--- src/rtl/tdm_demux8_if.sv ---
// Signal bundle between the TDM slot stream source and the tdm_demux8 receiver.
interface tdm_demux8_if;
  logic       din;
  logic       en;
  logic       sync;
  logic [7:0] y;
  logic       y_valid;
  logic [2:0] sel;
  logic       locked;
  logic       frame_err;
  logic       par_err;

  modport master (
    output din, en, sync,
    input  y, y_valid, sel, locked, frame_err, par_err
  );

  modport slave (
    input  din, en, sync,
    output y, y_valid, sel, locked, frame_err, par_err
  );
endinterface

--- src/rtl/tdm_demux8.sv ---
// Receive-side 1-to-8 TDM demultiplexer with sync-based frame alignment.
// Define DEMUX8_PARITY_EN for 9-slot frames carrying even parity in slot 8.
module tdm_demux8 (
  input  logic          clk,
  input  logic          rst_n,
  tdm_demux8_if.slave   bus
);

`ifdef DEMUX8_PARITY_EN
  localparam int SEL_W = 4;
  localparam int SH_W  = 8;
  localparam logic [SEL_W-1:0] LAST_SLOT = 4'd8;
`else
  localparam int SEL_W = 3;
  localparam int SH_W  = 7;
  localparam logic [SEL_W-1:0] LAST_SLOT = 3'd7;
`endif

  typedef enum logic {HUNT = 1'b0, RUN = 1'b1} state_t;

  state_t           r_state, w_state_next;
  logic [SEL_W-1:0] r_sel, w_sel_next;
  logic [SH_W-1:0]  r_sh, w_sh_next;
  logic [7:0]       r_y, w_y_next;
  logic             r_y_valid, w_y_valid_next;
  logic             r_frame_err, w_frame_err_next;
`ifdef DEMUX8_PARITY_EN
  logic             r_par_err, w_par_err_next;
`endif

  always_ff @(posedge clk or negedge rst_n) begin
    if (!rst_n) begin
      r_state     <= HUNT;
      r_sel       <= '0;
      r_sh        <= '0;
      r_y         <= 8'h00;
      r_y_valid   <= 1'b0;
      r_frame_err <= 1'b0;
`ifdef DEMUX8_PARITY_EN
      r_par_err   <= 1'b0;
`endif
    end else begin
      r_state     <= w_state_next;
      r_sel       <= w_sel_next;
      r_sh        <= w_sh_next;
      r_y         <= w_y_next;
      r_y_valid   <= w_y_valid_next;
      r_frame_err <= w_frame_err_next;
`ifdef DEMUX8_PARITY_EN
      r_par_err   <= w_par_err_next;
`endif
    end
  end

  always_comb begin
    w_state_next     = r_state;
    w_sel_next       = r_sel;
    w_sh_next        = r_sh;
    w_y_next         = r_y;
    w_y_valid_next   = 1'b0;
    w_frame_err_next = 1'b0;
`ifdef DEMUX8_PARITY_EN
    w_par_err_next   = 1'b0;
`endif
    if (bus.en) begin
      unique case (r_state)
        HUNT: begin
          if (bus.sync) begin
            w_sh_next[0] = bus.din;
            w_sel_next   = 1;
            w_state_next = RUN;
          end
        end
        RUN: begin
          if (r_sel == '0) begin
            if (bus.sync) begin
              w_sh_next[0] = bus.din;
              w_sel_next   = 1;
            end else begin
              w_frame_err_next = 1'b1;
              w_state_next     = HUNT;
            end
          end else if (bus.sync) begin
            // Early sync: drop the partial frame and realign on this bit.
            w_frame_err_next = 1'b1;
            w_sh_next[0]     = bus.din;
            w_sel_next       = 1;
          end else if (r_sel == LAST_SLOT) begin
            w_sel_next = '0;
`ifdef DEMUX8_PARITY_EN
            if ((^{r_sh, bus.din}) == 1'b0) begin
              w_y_next       = r_sh;
              w_y_valid_next = 1'b1;
            end else begin
              w_par_err_next = 1'b1;
            end
`else
            w_y_next       = {bus.din, r_sh};
            w_y_valid_next = 1'b1;
`endif
          end else begin
            w_sh_next[r_sel[2:0]] = bus.din;
            w_sel_next            = r_sel + 1'b1;
          end
        end
        default: w_state_next = HUNT;
      endcase
    end
  end

  assign bus.y         = r_y;
  assign bus.y_valid   = r_y_valid;
  assign bus.sel       = r_sel[2:0];
  assign bus.locked    = (r_state == RUN);
  assign bus.frame_err = r_frame_err;
`ifdef DEMUX8_PARITY_EN
  assign bus.par_err   = r_par_err;
`else
  assign bus.par_err   = 1'b0;
`endif

endmodule

--- src/flat_wrapper.sv ---
// flat-port wrapper written by rule: the top's interface ports become plain ports
module tdm_demux8_flat 
  (clk, rst_n, bus_din, bus_en, bus_sync, bus_y, bus_y_valid, bus_sel, bus_locked, bus_frame_err, bus_par_err);
  tdm_demux8_if bus_i ();
  input  logic clk;
  input  logic rst_n;
  input wire logic [$bits(bus_i.din)-1:0] bus_din;
  input wire logic [$bits(bus_i.en)-1:0] bus_en;
  input wire logic [$bits(bus_i.sync)-1:0] bus_sync;
  output wire logic [$bits(bus_i.y)-1:0] bus_y;
  output wire logic [$bits(bus_i.y_valid)-1:0] bus_y_valid;
  output wire logic [$bits(bus_i.sel)-1:0] bus_sel;
  output wire logic [$bits(bus_i.locked)-1:0] bus_locked;
  output wire logic [$bits(bus_i.frame_err)-1:0] bus_frame_err;
  output wire logic [$bits(bus_i.par_err)-1:0] bus_par_err;
  assign bus_i.din = bus_din;
  assign bus_i.en = bus_en;
  assign bus_i.sync = bus_sync;
  assign bus_y = bus_i.y;
  assign bus_y_valid = bus_i.y_valid;
  assign bus_sel = bus_i.sel;
  assign bus_locked = bus_i.locked;
  assign bus_frame_err = bus_i.frame_err;
  assign bus_par_err = bus_i.par_err;
  tdm_demux8 u_core (.clk(clk), .rst_n(rst_n), .bus(bus_i));
endmodule
--- config.mk ---
export PLATFORM = sky130hd
export DESIGN_NAME = tdm_demux8_flat
export DESIGN_NICKNAME = d
export VERILOG_FILES = /design/src/rtl/tdm_demux8_if.sv /design/src/rtl/tdm_demux8.sv /design/src/flat_wrapper.sv
export SDC_FILE = /design/constraint.sdc
export NUM_CORES = 1
export LEC_CHECK = 0
export CORE_ASPECT_RATIO = 1.1
export CORE_UTILIZATION = 32
export CTS_CLUSTER_DIAMETER = 100
export DETAILED_ROUTE_END_ITERATION = 6
export PLACE_DENSITY = 0.59
export SETUP_SLACK_MARGIN = 0.4
export SLEW_MARGIN = 0
export SYNTH_ARGS = -nofsm -noshare
export SYNTH_HDL_FRONTEND = slang
export SYNTH_SLANG_ARGS = --single-unit
export TNS_END_PERCENT = 20
--- constraint.sdc ---
create_clock -name clk -period 1.61 [get_ports clk]
set_input_delay 0.161 -clock clk [delete_from_list [all_inputs] [get_ports clk]]
set_output_delay 0.161 -clock clk [all_outputs]
set_load 0.01 [all_outputs]
==> flow_summary.ini <==
[placement]
place_congestion = 0.899
post-place-ws_ps = -109
hpwl_mm = 1.71
dp.cells = 151
port_buffers = 18

[critical_path]
cp-start-kind = flip-flop
max_stage_delay_ps = 410
end_kind = flip-flop
cp_data_arrival_time_ps = 1860
cpMaxStageDelayCell = dfrtp_2
critPathKind = flip-flop to flip-flop
crit_chain = inv_2 > ha_4 > nand2b_4 > inv_4 > nor4_4 > nand4b_1 > mux2_4
r2r_slack_ps = -40
critical_path.top_delay_family = simple AND/OR/NAND/NOR gates
path_max_fanout = 4
cp_num_buf_inv = 2
cp.required_ps = 1820

[routing]
routed_via_density = 4.90
ant_nets = 0
drt_iter0_drc = 22
route.detailed.drc = 0
firstDrtPassIters = 2
avgRoutedWirePerCell_um = 14.9
vias = 798
drt-total-wl_mm = 2.43

[synthesis]
yosysMostFrequentCell = dfrtp_1
yosys_warnings = 0
yosysTopAreaCellShare_pct = 51.3
synth_edf_count = 0
synthArstFlopShare_pct = 100
synth_cells = 85
synth_area_um2 = 1020
yosysUniqueCellTypes = 31
ys_top_cells_by_area = dfrtp_1 (51%), mux2_2 (13%), ha_1 (6.1%)
synth_common_cells = dfrtp_1 (21), mux2_2 (12), inv_1 (7)
ys_seq_area_share_pct = 51.3
yosysTopAreaCell = dfrtp_1
synth_nets = 95
synth_ff_type = dfrtp_1
ys_seq_elements = 21
avgSynthCellArea_um2 = 12.1

[die]
rows = 21
core-area_um2 = 3050
die_h_um = 61.4
die-area_um2 = 3430
die_x_um = 56.0
floorplan.initialDensity_pct = 33.6
ios = 20

[pwr]
power_density_nw_per_um2 = 1570
power_switching_mw = 0.927
p_leak_nw = 0.758
internal-power_mw = 1.56
ir_drop_mv = 1.11
swShare_pct = 37.2
clkPwrFrac_pct = 10.4
p_seq_share_pct = 31.9
comb_power_share_pct = 57.6

[global_routing]
grt_max_degree = 22
track_usage_pct = 15.5
grt_remaining_overflow = 0
grt_pass1_vias = 750
antenna_found_initial = 0
grt_pass1_wl_mm = 3.90

[flow_run]
drv_cap = 0

[status]
outcome = complete, but fails checks
violations = setup timing

[timing]
max_freq_ghz = 0.605
skew_ps = 3.46
hold_violations = 0
min_period_ps = 1650
rsz0062_at_grt = true
period_share_pct = 103
setup_ws_ps = -43.7
finalMaxSlewViolations = 0
finalSetupViolations = 11

[cts]
cts_buffer_depth = 2
clock_sinks = 21
tritoncts = yes
cts_buffers = 3
cts_max_level = 1
path_clk_slew_ps = 120
clk_latency_ps = 310
cts_root_buffer = clkbuf_4

[cells_and_area]
register_area_um2 = 531
num_antenna_cells = 0
drive_above_1_share_pct = 55.0
multiInputGateArea_um2 = 579
nets = 140
num-fill-cells = 269
final_cells = 163
area_growth_pct = 54.5

[worst_hold_path]
hold_path.class = primary input to async pin
## layer usage
layer | vias to the layer above | GRT usage [%] | wire, µm
met3 | 4 | 4.41 | 77
met4 | 0 | 5.23 | 24
met1 | 381 | 20.0 | 1150
li1 | 400 | - | -
met5 | - | 0 | 0
met2 | 13 | 25.5 | 1180
## through the flow
step           utilization [%]  instance area [µm²]  total power [mW]  hold slack (ps)  TNS [ps]
2_1_floorplan                -                 1060              1.37             -135      -667
3_3_place_gp              46.0                 1400              1.88              474      -234
3_5_place_dp              46.0                 1400              1.88              487      -382
4_1_cts                   49.3                 1500              2.31              171      -645
5_1_grt                   51.9                 1580              2.69              204      -895
6_report                  51.9                 1580              2.49              178      -162
## power by group through the flow
| stage | Sequential (mW) | Clock [mW] | Combinational, mW |
|---|---|---|---|
| after CTS | 0.786 | 0.277 | 1.25 |
| after detailed placement | 0.799 | 0 | 1.08 |
| after floorplan | 0.833 | 0 | 0.533 |
| after global placement | 0.797 | 0 | 1.09 |
| after global routing | 0.814 | 0.300 | 1.57 |
| final | 0.795 | 0.260 | 1.43 |
## flip-flops by register name, indices dropped and copies added, names as in the netlist
name / count
u_core.bus.y_valid: 1
u_core.bus.sel: 3
u_core.r_sh: 7
u_core.bus.locked: 1
u_core.bus.y: 8
u_core.bus.frame_err: 1
## worst paths after layout
kind,startpoint,to,depth (start not counted)
worst max-delay path,u_core.bus.sel[0],u_core.r_sh[5],7
worst min-delay path,rst_n,u_core.bus.y[3],2
worst max register to register,u_core.bus.sel[0],u_core.r_sh[5],7
worst min register to register,u_core.bus.y[4],u_core.bus.y[4],1
max in group asynchronous,rst_n,u_core.bus.sel[2],2
min in group clk,u_core.bus.y[4],u_core.bus.y[4],1
## cell usage in the layout, fill, tap and decap left out, drive strengths merged, types with 3 or more instances in the layout
| master | instances |
|---|---|
| ha | 5 |
| mux2 | 14 |
| inv | 8 |
| a21oi | 3 |
| clkbuf | 3 |
| nand4 | 3 |
| dfrtp | 21 |
| o21ai | 6 |
| clkdlybuf4s50 | 5 |
| dlygate4sd2 | 9 |
| buf | 28 |
## repair_timing
action	4_1_cts	5_1_grt
endpoints found under the setup margin	35	27
resized for setup	36	13
hold endpoints to repair	0	0
pin swaps	7	9
hold buffers	0	0
setup buffers	5	3
## final cells by class
cell class | count | share of cell area (%)
Clock inverter | 1 | 0.316
Inverter | 8 | 2.06
Clock buffer | 3 | 1.42
Tap cell | 34 | 2.69
Multi-Input combinational cell | 53 | 36.6
Sequential cell | 21 | 33.5
Timing Repair Buffer | 43 | 23.4
## cell families after synthesis
group,count (synthesis),share of synthesized area [%]
and+or+nand+nor,18,13.3
adders and majority gates,5,6.11
muxes,14,15.4
other,1,0.366
buffers and inverters,11,4.76
DFF,21,51.3
AOI/OAI and AO/OA,15,8.79
Power figures use the tool's default switching activity.
